File: src/rtl/max_pool_backward_if.sv
// Stream bundle for max_pool_backward: forward pixels, pooled output,
// incoming output-gradients and emitted input-gradients.
interface max_pool_backward_if #(
  parameter int unsigned WIDTH = 16
);
  logic             fwd_valid;
  logic             fwd_ready;
  logic [WIDTH-1:0] fwd_data;
  logic             pool_valid;
  logic             pool_ready;
  logic [WIDTH-1:0] pool_data;
  logic             grad_in_valid;
  logic             grad_in_ready;
  logic [WIDTH-1:0] grad_in_data;
  logic             grad_out_valid;
  logic             grad_out_ready;
  logic [WIDTH-1:0] grad_out_data;
  logic             idx_valid;

  modport master (
    output fwd_valid, fwd_data, pool_ready, grad_in_valid, grad_in_data, grad_out_ready,
    input  fwd_ready, pool_valid, pool_data, grad_in_ready, grad_out_valid, grad_out_data,
           idx_valid
  );

  modport slave (
    input  fwd_valid, fwd_data, pool_ready, grad_in_valid, grad_in_data, grad_out_ready,
    output fwd_ready, pool_valid, pool_data, grad_in_ready, grad_out_valid, grad_out_data,
           idx_valid
  );
endinterface

File: src/rtl/max_pool_backward.sv
// Streaming non-overlapping 2-D max pool that records each window's argmax
// and routes output-gradients back to those positions on the backward pass.
module max_pool_backward #(
  parameter int unsigned WIDTH            = 16,
  parameter int unsigned STRIDE           = 2,
  parameter int unsigned INPUT_DIM_WIDTH  = 4,
  parameter int unsigned INPUT_DIM_HEIGHT = 4
) (
  input logic                clk,
  input logic                rst_n,
  max_pool_backward_if.slave bus_io
);

  localparam int unsigned OUTPUT_DIM_WIDTH  = INPUT_DIM_WIDTH / STRIDE;
  localparam int unsigned OUTPUT_DIM_HEIGHT = INPUT_DIM_HEIGHT / STRIDE;
  localparam int unsigned IW    = ($clog2(STRIDE*STRIDE) > 1) ? $clog2(STRIDE*STRIDE) : 1;
  localparam int unsigned RW    = ($clog2(INPUT_DIM_HEIGHT) > 1) ? $clog2(INPUT_DIM_HEIGHT) : 1;
  localparam int unsigned CW    = ($clog2(INPUT_DIM_WIDTH) > 1) ? $clog2(INPUT_DIM_WIDTH) : 1;
  localparam int unsigned OCW   = ($clog2(OUTPUT_DIM_WIDTH) > 1) ? $clog2(OUTPUT_DIM_WIDTH) : 1;
  localparam int unsigned NCELL = OUTPUT_DIM_HEIGHT * OUTPUT_DIM_WIDTH;
  localparam int unsigned CELLW = ($clog2(NCELL) > 1) ? $clog2(NCELL) : 1;
  localparam int unsigned KLAST = STRIDE * STRIDE - 1;

  typedef enum logic [1:0] {IDLE, FWD, BWD_LOAD, BWD_EMIT} state_e;

  state_e                   state_q;
  logic [RW-1:0]            r_q;
  logic [CW-1:0]            c_q;
  logic [CELLW-1:0]         gcnt_q;
  logic                     pool_valid_q;
  logic [WIDTH-1:0]         pool_data_q;
  logic                     gov_q;
  logic [WIDTH-1:0]         god_q;
  logic                     idx_valid_q;

  logic signed [WIDTH-1:0]  max_q [OUTPUT_DIM_WIDTH];
  logic [IW-1:0]            arg_q [OUTPUT_DIM_WIDTH];
  logic [IW-1:0]            am_q  [NCELL];
  logic [WIDTH-1:0]         g_q   [NCELL];

  logic                     fwd_ready_c, grad_in_ready_c;
  logic                     fwd_fire_c, grad_fire_c, out_fire_c;
  logic                     last_col_c, last_pix_c, last_cell_c;
  logic [OCW-1:0]           oc_c;
  logic [IW-1:0]            k_c, nk_c;
  logic [CELLW-1:0]         cell_c, ncell_c;
  logic [RW-1:0]            nr_c;
  logic [CW-1:0]            nc_c;
  logic signed [WIDTH-1:0]  new_max_c;
  logic [IW-1:0]            new_arg_c;
  logic [WIDTH-1:0]         emit_next_c, emit_first_c;

  // Handshakes, window bookkeeping and next raster position.
  always_comb begin
    fwd_ready_c     = (state_q == IDLE || state_q == FWD) && !(pool_valid_q && !bus_io.pool_ready);
    grad_in_ready_c = (state_q == IDLE && idx_valid_q && !bus_io.fwd_valid) || (state_q == BWD_LOAD);
    fwd_fire_c      = bus_io.fwd_valid && fwd_ready_c;
    grad_fire_c     = bus_io.grad_in_valid && grad_in_ready_c;
    out_fire_c      = gov_q && bus_io.grad_out_ready;

    last_col_c  = (c_q == CW'(INPUT_DIM_WIDTH - 1));
    last_pix_c  = last_col_c && (r_q == RW'(INPUT_DIM_HEIGHT - 1));
    last_cell_c = (gcnt_q == CELLW'(NCELL - 1));

    oc_c   = OCW'(c_q / STRIDE);
    k_c    = IW'((r_q % STRIDE) * STRIDE + (c_q % STRIDE));
    cell_c = CELLW'((r_q / STRIDE) * OUTPUT_DIM_WIDTH + oc_c);

    new_max_c = max_q[oc_c];
    new_arg_c = arg_q[oc_c];
    // Strict greater-than keeps the earliest raster position on ties.
    if (k_c == '0 || $signed(bus_io.fwd_data) > max_q[oc_c]) begin
      new_max_c = $signed(bus_io.fwd_data);
      new_arg_c = k_c;
    end

    nc_c    = last_col_c ? '0 : c_q + CW'(1);
    nr_c    = last_col_c ? r_q + RW'(1) : r_q;
    ncell_c = CELLW'((nr_c / STRIDE) * OUTPUT_DIM_WIDTH + (nc_c / STRIDE));
    nk_c    = IW'((nr_c % STRIDE) * STRIDE + (nc_c % STRIDE));
    emit_next_c  = (am_q[ncell_c] == nk_c) ? g_q[ncell_c] : '0;
    // With a single cell the word being accepted is cell 0 itself.
    emit_first_c = (am_q[0] == '0) ? ((gcnt_q == '0) ? bus_io.grad_in_data : g_q[0]) : '0;
  end

  // Row buffer, argmax table and gradient buffer carry no reset.
  always_ff @(posedge clk) begin
    if (fwd_fire_c) begin
      max_q[oc_c] <= new_max_c;
      arg_q[oc_c] <= new_arg_c;
      if (k_c == IW'(KLAST)) am_q[cell_c] <= new_arg_c;
    end
    if (grad_fire_c) g_q[gcnt_q] <= bus_io.grad_in_data;
  end

  always_ff @(posedge clk) begin
    if (!rst_n) begin
      state_q      <= IDLE;
      r_q          <= '0;
      c_q          <= '0;
      gcnt_q       <= '0;
      pool_valid_q <= 1'b0;
      pool_data_q  <= '0;
      gov_q        <= 1'b0;
      god_q        <= '0;
      idx_valid_q  <= 1'b0;
    end else begin
      if (bus_io.pool_ready) pool_valid_q <= 1'b0;
      if (fwd_fire_c && k_c == IW'(KLAST)) begin
        pool_valid_q <= 1'b1;
        pool_data_q  <= new_max_c;
      end

      case (state_q)
        IDLE: begin
          if (fwd_fire_c) begin
            state_q     <= FWD;
            idx_valid_q <= 1'b0;
            r_q         <= nr_c;
            c_q         <= nc_c;
          end
        end
        FWD: begin
          if (fwd_fire_c) begin
            if (last_pix_c) begin
              state_q     <= IDLE;
              idx_valid_q <= 1'b1;
              r_q         <= '0;
              c_q         <= '0;
            end else begin
              r_q <= nr_c;
              c_q <= nc_c;
            end
          end
        end
        BWD_EMIT: begin
          if (out_fire_c) begin
            if (last_pix_c) begin
              state_q <= IDLE;
              gov_q   <= 1'b0;
              god_q   <= '0;
              r_q     <= '0;
              c_q     <= '0;
            end else begin
              god_q <= emit_next_c;
              r_q   <= nr_c;
              c_q   <= nc_c;
            end
          end
        end
        default: ;
      endcase

      // Gradient loading is shared by IDLE (first word) and BWD_LOAD.
      if (grad_fire_c) begin
        if (last_cell_c) begin
          state_q <= BWD_EMIT;
          gcnt_q  <= '0;
          gov_q   <= 1'b1;
          god_q   <= emit_first_c;
        end else begin
          state_q <= BWD_LOAD;
          gcnt_q  <= gcnt_q + CELLW'(1);
        end
      end
    end
  end

  assign bus_io.fwd_ready      = fwd_ready_c;
  assign bus_io.grad_in_ready  = grad_in_ready_c;
  assign bus_io.pool_valid     = pool_valid_q;
  assign bus_io.pool_data      = pool_data_q;
  assign bus_io.grad_out_valid = gov_q;
  assign bus_io.grad_out_data  = god_q;
  assign bus_io.idx_valid      = idx_valid_q;

endmodule

File: src/flat_wrapper.sv
// flat-port wrapper written by rule: the top's interface ports become plain ports
module max_pool_backward_flat 
#(
  parameter int unsigned WIDTH            = 16,
  parameter int unsigned STRIDE           = 2,
  parameter int unsigned INPUT_DIM_WIDTH  = 4,
  parameter int unsigned INPUT_DIM_HEIGHT = 4
)
  (clk, rst_n, bus_io_fwd_valid, bus_io_fwd_data, bus_io_pool_ready, bus_io_grad_in_valid, bus_io_grad_in_data, bus_io_grad_out_ready, bus_io_fwd_ready, bus_io_pool_valid, bus_io_pool_data, bus_io_grad_in_ready, bus_io_grad_out_valid, bus_io_grad_out_data, bus_io_idx_valid);
  max_pool_backward_if #(.WIDTH(WIDTH)) bus_io_i ();
  input logic clk;
  input logic rst_n;
  input wire logic [$bits(bus_io_i.fwd_valid)-1:0] bus_io_fwd_valid;
  input wire logic [$bits(bus_io_i.fwd_data)-1:0] bus_io_fwd_data;
  input wire logic [$bits(bus_io_i.pool_ready)-1:0] bus_io_pool_ready;
  input wire logic [$bits(bus_io_i.grad_in_valid)-1:0] bus_io_grad_in_valid;
  input wire logic [$bits(bus_io_i.grad_in_data)-1:0] bus_io_grad_in_data;
  input wire logic [$bits(bus_io_i.grad_out_ready)-1:0] bus_io_grad_out_ready;
  output wire logic [$bits(bus_io_i.fwd_ready)-1:0] bus_io_fwd_ready;
  output wire logic [$bits(bus_io_i.pool_valid)-1:0] bus_io_pool_valid;
  output wire logic [$bits(bus_io_i.pool_data)-1:0] bus_io_pool_data;
  output wire logic [$bits(bus_io_i.grad_in_ready)-1:0] bus_io_grad_in_ready;
  output wire logic [$bits(bus_io_i.grad_out_valid)-1:0] bus_io_grad_out_valid;
  output wire logic [$bits(bus_io_i.grad_out_data)-1:0] bus_io_grad_out_data;
  output wire logic [$bits(bus_io_i.idx_valid)-1:0] bus_io_idx_valid;
  assign bus_io_i.fwd_valid = bus_io_fwd_valid;
  assign bus_io_i.fwd_data = bus_io_fwd_data;
  assign bus_io_i.pool_ready = bus_io_pool_ready;
  assign bus_io_i.grad_in_valid = bus_io_grad_in_valid;
  assign bus_io_i.grad_in_data = bus_io_grad_in_data;
  assign bus_io_i.grad_out_ready = bus_io_grad_out_ready;
  assign bus_io_fwd_ready = bus_io_i.fwd_ready;
  assign bus_io_pool_valid = bus_io_i.pool_valid;
  assign bus_io_pool_data = bus_io_i.pool_data;
  assign bus_io_grad_in_ready = bus_io_i.grad_in_ready;
  assign bus_io_grad_out_valid = bus_io_i.grad_out_valid;
  assign bus_io_grad_out_data = bus_io_i.grad_out_data;
  assign bus_io_idx_valid = bus_io_i.idx_valid;
  max_pool_backward #(.WIDTH(WIDTH), .STRIDE(STRIDE), .INPUT_DIM_WIDTH(INPUT_DIM_WIDTH), .INPUT_DIM_HEIGHT(INPUT_DIM_HEIGHT)) u_core (.clk(clk), .rst_n(rst_n), .bus_io(bus_io_i));
endmodule
File: config.mk
export PLATFORM = sky130hd
export DESIGN_NAME = max_pool_backward_flat
export DESIGN_NICKNAME = d
export VERILOG_FILES = /design/src/rtl/max_pool_backward_if.sv /design/src/rtl/max_pool_backward.sv /design/src/flat_wrapper.sv
export SDC_FILE = /design/constraint.sdc
export NUM_CORES = 1
export LEC_CHECK = 0
export CORE_MARGIN = 8
export CORE_UTILIZATION = 39
export DETAILED_ROUTE_END_ITERATION = 10
export PLACE_DENSITY = 0.55
export RECOVER_POWER = 100
export SLEW_MARGIN = 10
export SYNTH_ARGS = -nofsm -noshare
export SYNTH_HDL_FRONTEND = slang
export SYNTH_SLANG_ARGS = --single-unit
File: constraint.sdc
create_clock -name clk -period 4.37 [get_ports clk]
set_clock_uncertainty 0.1 [all_clocks]
set_input_delay 1.0925 -clock clk [delete_from_list [all_inputs] [get_ports clk]]
set_output_delay 1.0925 -clock clk [all_outputs]
set_load 0.03 [all_outputs]
=== Word-level counts from Yosys, hierarchy flattened ===
Memories as Yosys holds them, arrays and structs flattened. A register that Yosys moved wholly into a read port is not among the register bits.
Cells that the tools add are included.
W data, S select, Z words.

* Input bits: 38
* Output and inout port bits: 37
* Word-level logic and storage cells: 114
* Bits in writable memories: 108
* Register bits: 43
* Memories kept: 4

{| class="wikitable"
|+ Memories
! memory !! depth !! bits a word !! rd ports !! clocked after memory_dff !! write ports !! RTL line !! RTL
|-
| u_core.g_q || 4 || 16 || 2 || 0 || 1 || max_pool_backward.sv:39 || <nowiki>logic [WIDTH-1:0] g_q [NCELL];</nowiki>
|-
| u_core.max_q || 2 || 16 || 1 || 1 || 1 || max_pool_backward.sv:36 || <nowiki>logic signed [WIDTH-1:0] max_q [OUTPUT_DIM_WIDTH];</nowiki>
|-
| u_core.am_q || 4 || 2 || 2 || 0 || 1 || max_pool_backward.sv:38 || <nowiki>logic [IW-1:0] am_q [NCELL];</nowiki>
|-
| u_core.arg_q || 2 || 2 || 1 || 1 || 1 || max_pool_backward.sv:37 || <nowiki>logic [IW-1:0] arg_q [OUTPUT_DIM_WIDTH];</nowiki>
|}

* Eq/ne operators: 15
* Reduce and logical (&&, ||, !) cells: 26
* Muxes and demuxes: 52
* $add $sub $neg: 7
* Order comparisons: 1

{| class="wikitable"
|+ Operators with widths
! cell !! count
|-
| $mux W16 || 9
|-
| $mux W2 || 17
|-
| $mux W1 || 22
|-
| $pmux W2 S3 || 3
|-
| $gt A16 B16 Y1 || 1
|-
| $eq A2 B2 Y1 const B || 6
|-
| $reduce_and A4 Y1 || 3
|-
| $logic_and A1 B1 Y1 || 9
|-
| $ne A3 B1 Y1 const B || 3
|-
| $add A2 B1 Y2 || 4
|-
| $logic_not A2 Y1 || 4
|-
| $ne A2 B1 Y1 const B || 4
|-
| $add A2 B1 Y2 const B || 3
|-
| $reduce_bool A2 Y1 || 2
|-
| $reduce_bool A4 Y1 || 1
|-
| $logic_not A1 Y1 || 3
|-
| $logic_or A1 B1 Y1 || 3
|-
| $reduce_bool A3 Y1 || 1
|-
| $eq A2 B1 Y1 const B || 1
|-
| $eq A2 B2 Y1 || 1
|-
| $pmux W1 S2 || 1
|}

=== Logic depth before layout (Yosys ltp) ===
An unclocked memory read counts as a cell.

* Depth in word-level cells: 11
* Depth in mapped cells: 13
* Gate-level depth less buffers: 9

=== Least setup slack after synthesis ===
OpenSTA, ideal clock, no wires.

* Kind: register -> register
* Start: register (tool-made name)
* End: memory u_core.max_q[0][5] (data pin)
* Period minus slack after synthesis: 3.580 ns
* Required time: 4.007 ns
* Path slack: 0.790 ns
* Arrival: 3.217 ns
* Library setup time: 0.263 ns
* Buffers on the path: 4
* Cell stages (with the launch flop): 14
* Cells stage by stage: dfxtp_1 > clkbuf_1 > buf_1 > mux2_2 > inv_1 > ha_1 > nand4_2 > o21bai_1 > a2111o_1 > and3_1 > buf_6 > nor3_4 > buf_6 > a21oi_1

{| class="wikitable"
|+ RTL lines
! item !! RTL line
|-
| end: declaration || max_pool_backward.sv:36
|}

=== Worst setup path after layout ===
* Start: input bus_io_fwd_valid
* End: output bus_io_grad_in_ready

* Word-level cells in the longest chain between the ends: 3

{| class="wikitable"
|+ Ends and longest elaborated chain
! item !! RTL line !! RTL
|-
| start: declaration || flat_wrapper.sv:13 || <nowiki>input wire logic [$bits(bus_io_i.fwd_valid)-1:0] bus_io_fwd_valid;</nowiki>
|-
| $logic_not A1 Y1 || max_pool_backward.sv:56 || <nowiki>grad_in_ready_c = (state_q == IDLE && idx_valid_q && !bus_io.fwd_valid) || (state_q == BWD_LOAD);</nowiki>
|-
| $logic_and A1 B1 Y1 || max_pool_backward.sv:56 ||
|-
| $logic_or A1 B1 Y1 || max_pool_backward.sv:56 ||
|-
| end: declaration || flat_wrapper.sv:22 || <nowiki>output wire logic [$bits(bus_io_i.grad_in_ready)-1:0] bus_io_grad_in_ready;</nowiki>
|}

No other way between the ends.

==> out/qor.yml <==
place:
  place_area_um2: 8100
  port-buffer-count: 74
  hpwl_mm: 11.4
  gp_congestion: 0.785
  placed_cells: 845
worst_setup_path:
  cp-start-kind: "primary input"
  path_max_fanout: 2
  worstSetupEndpointType: "primary output"
  critPathKind: "primary input to primary output"
  cp.arrival_ns: 2.80
  cp.required_ns: 3.18
timing:
  slew_headroom_pct: 17.8
  fmax_ghz: 0.250
  hold_viol_final: 0
  tightestPinTransition_ns: 1.23
  min_period_ns: 4.00
  fin_hold_ws_ns: 0.343
  rsz0062_at_grt: "false"
  drv_slew: 0
  period_share_pct: 91.5
  setup_tns_ns: 0
  setup_viol: 0
global_routing:
  grt.overflow.total: 0
  antenna_found_initial: 0
  grt_max_degree: 33
  grt_pass1_wl_mm: 27.5
  first_global_vias: 4985
  grt_usage_pct: 15.9
synthesis:
  synth-edff-count: 108
  synth_ff_type: "edfxtp_1"
  ys_seq_elements: 152
  synth.distinct_cells: 55
  syn-cell-area_um2: 7050
  ys_seq_area_share_pct: 58.5
  yosys_warnings: 0
  netlist_instances: 549
  synth_nets: 609
  synth_area_per_cell_um2: 12.8
  async_flop_share_pct: 0
layout:
  finalNetCount: 695
  drive_gt1_share_pct: 15.1
  stdcell_area_um2: 8590
  syn_to_final_growth_pct: 21.8
  finalNonFillerCells: 877
  nFillCells: 1590
  mostFrequentLayoutCell: "edfxtp_1"
  final_cell_mix: "edfxtp_1 (108), a21oi_1 (71), dlygate4sd3_1 (56)"
  antenna_cells: 0
  fin_util_pct: 48.2
clock_tree:
  cts.sinks: 152
  hold_buffers: 0
  htree_levels: 4
  cts_buffers: 17
  cts_resized: 0
  cts_tree: "done"
  cts-root-buf: "clkbuf_16"
  clk_pin_slew_ns: 0.06
  clk_latency_ns: 0.42
  clock_path_buffers: 2
  cts_setup_buffers: 0
power_and_ir_drop:
  cellLeakagePower_nw: 3.17
  power.density_nw_per_um2: 400
  vdd_drop_max_mv: 0.267
routing:
  vias_per_cell: 5.42
  wl_per_cell_um: 19.8
  wl_mm: 17.4
  dr_total_vias: 4755
  final_antenna_net_count: 0
  drtIter0Drc: 306
  drc: 0
  first_pass_iters: 4
die:
  die_w_um: 150
  die_h_um: 150
  pin_count: 75
  core_region_area_um2: 17800
  start_util_pct: 39.5
  dieArea_um2: 22600
  rows: 49
outcome:
  status: "completed"
flow_run:
  maxCapViolCount: 0
worst_hold_path:
  hold_class: "register to register"
## path summary, 6_finish.rpt
check,endpoint,start,slack [ns],depth (start not counted)
setup / recovery,bus_io_grad_in_ready,bus_io_fwd_valid,0.37,5
hold / removal,u_core.bus_io.pool_data[4],u_core.bus_io.pool_data[4],0.34,2
setup reg to reg,u_core.max_q[0][1],register,0.79,11
hold reg to reg,u_core.bus_io.pool_data[4],u_core.bus_io.pool_data[4],0.34,2
## registers in the layout, indices dropped and copies added (netlist names), named ones only
| register | flops |
|---|---|
| u_core.g_q | 64 |
| u_core.max_q | 32 |
| u_core.bus_io.grad_out_data | 16 |
| u_core.bus_io.pool_data | 16 |
| u_core.am_q | 8 |
| u_core.arg_q | 4 |
| u_core.c_q | 2 |
| u_core.gcnt_q | 2 |
| u_core.r_q | 2 |
| u_core.state_q | 2 |
| u_core.bus_io.grad_out_valid | 1 |
| u_core.bus_io.idx_valid | 1 |
| u_core.bus_io.pool_valid | 1 |
## metrics by stage
step / setup WS (ns) / power (mW)
floorplan: 0.790 / 1.88
global placement: 0.422 / 2.00
detailed placement: 0.344 / 2.01
CTS: 0.495 / 3.48
global route: 0.278 / 3.56
finish: 0.373 / 3.43
## metal layers
metal  part of all wire [%]  GRT usage [%]  vias to the layer above
met5                      0              0                        -
met4                    1.4           6.00                        0
met3                    4.9           3.43                       21
met2                     51           27.5                      124
met1                     43           19.1                     2345
li1                       -              -                     2265
## synth_stat cells, drive strengths merged, types with 5 or more instances
master,number,share of area (%)
a21oi,71,5.1
and2,8,0.71
buf,13,1.3
clkbuf,19,1.0
dfxtp,44,12
edfxtp,108,46
ha,22,3.9
inv,23,1.2
mux2,17,2.7
mux2i,23,3.4
mux4,18,5.7
nand2,29,1.5
nand3,18,1.3
nand4,5,0.75
nor2,27,1.4
nor2b,9,0.80
o21ai,41,2.9
o41ai,16,3.1
## cell families (layout without fill, tap and decap cells)
logic type,count (synthesis),count (layout),synth area share (%)
xor+xnor,1,1,0.124
buf+inv,56,155,3.66
fa+ha+maj,22,22,3.90
simple gates,113,113,8.43
mux,58,58,11.9
compound gates,147,147,13.5
flops,152,152,58.5
## area by class of cell
cell class	count	area, um^2	share of cell area [%]
clock inverters	15	169	1.97
well taps	229	287	3.34
inverters	24	90.1	1.05
multi-input cells	341	2600	30.3
flip-flops and latches	152	4120	48.0
clock buffers	17	425	4.95
repair buffers	99	893	10.4
## critical path, cell delays in order
cell	delay (ns)
dlygate4sd3_1	0.57
inv_1	0.09
a21oi_1	0.09
nor2_1	0.19
dlygate4sd3_1	0.77
## report_power, final
part,switching (mW),total (mW),internal (mW)
logic,0.225,0.372,0.147
clock network,0.618,1.47,0.855
registers,0.0101,1.59,1.58
Note: power is estimated with default switching activity, not from simulation.
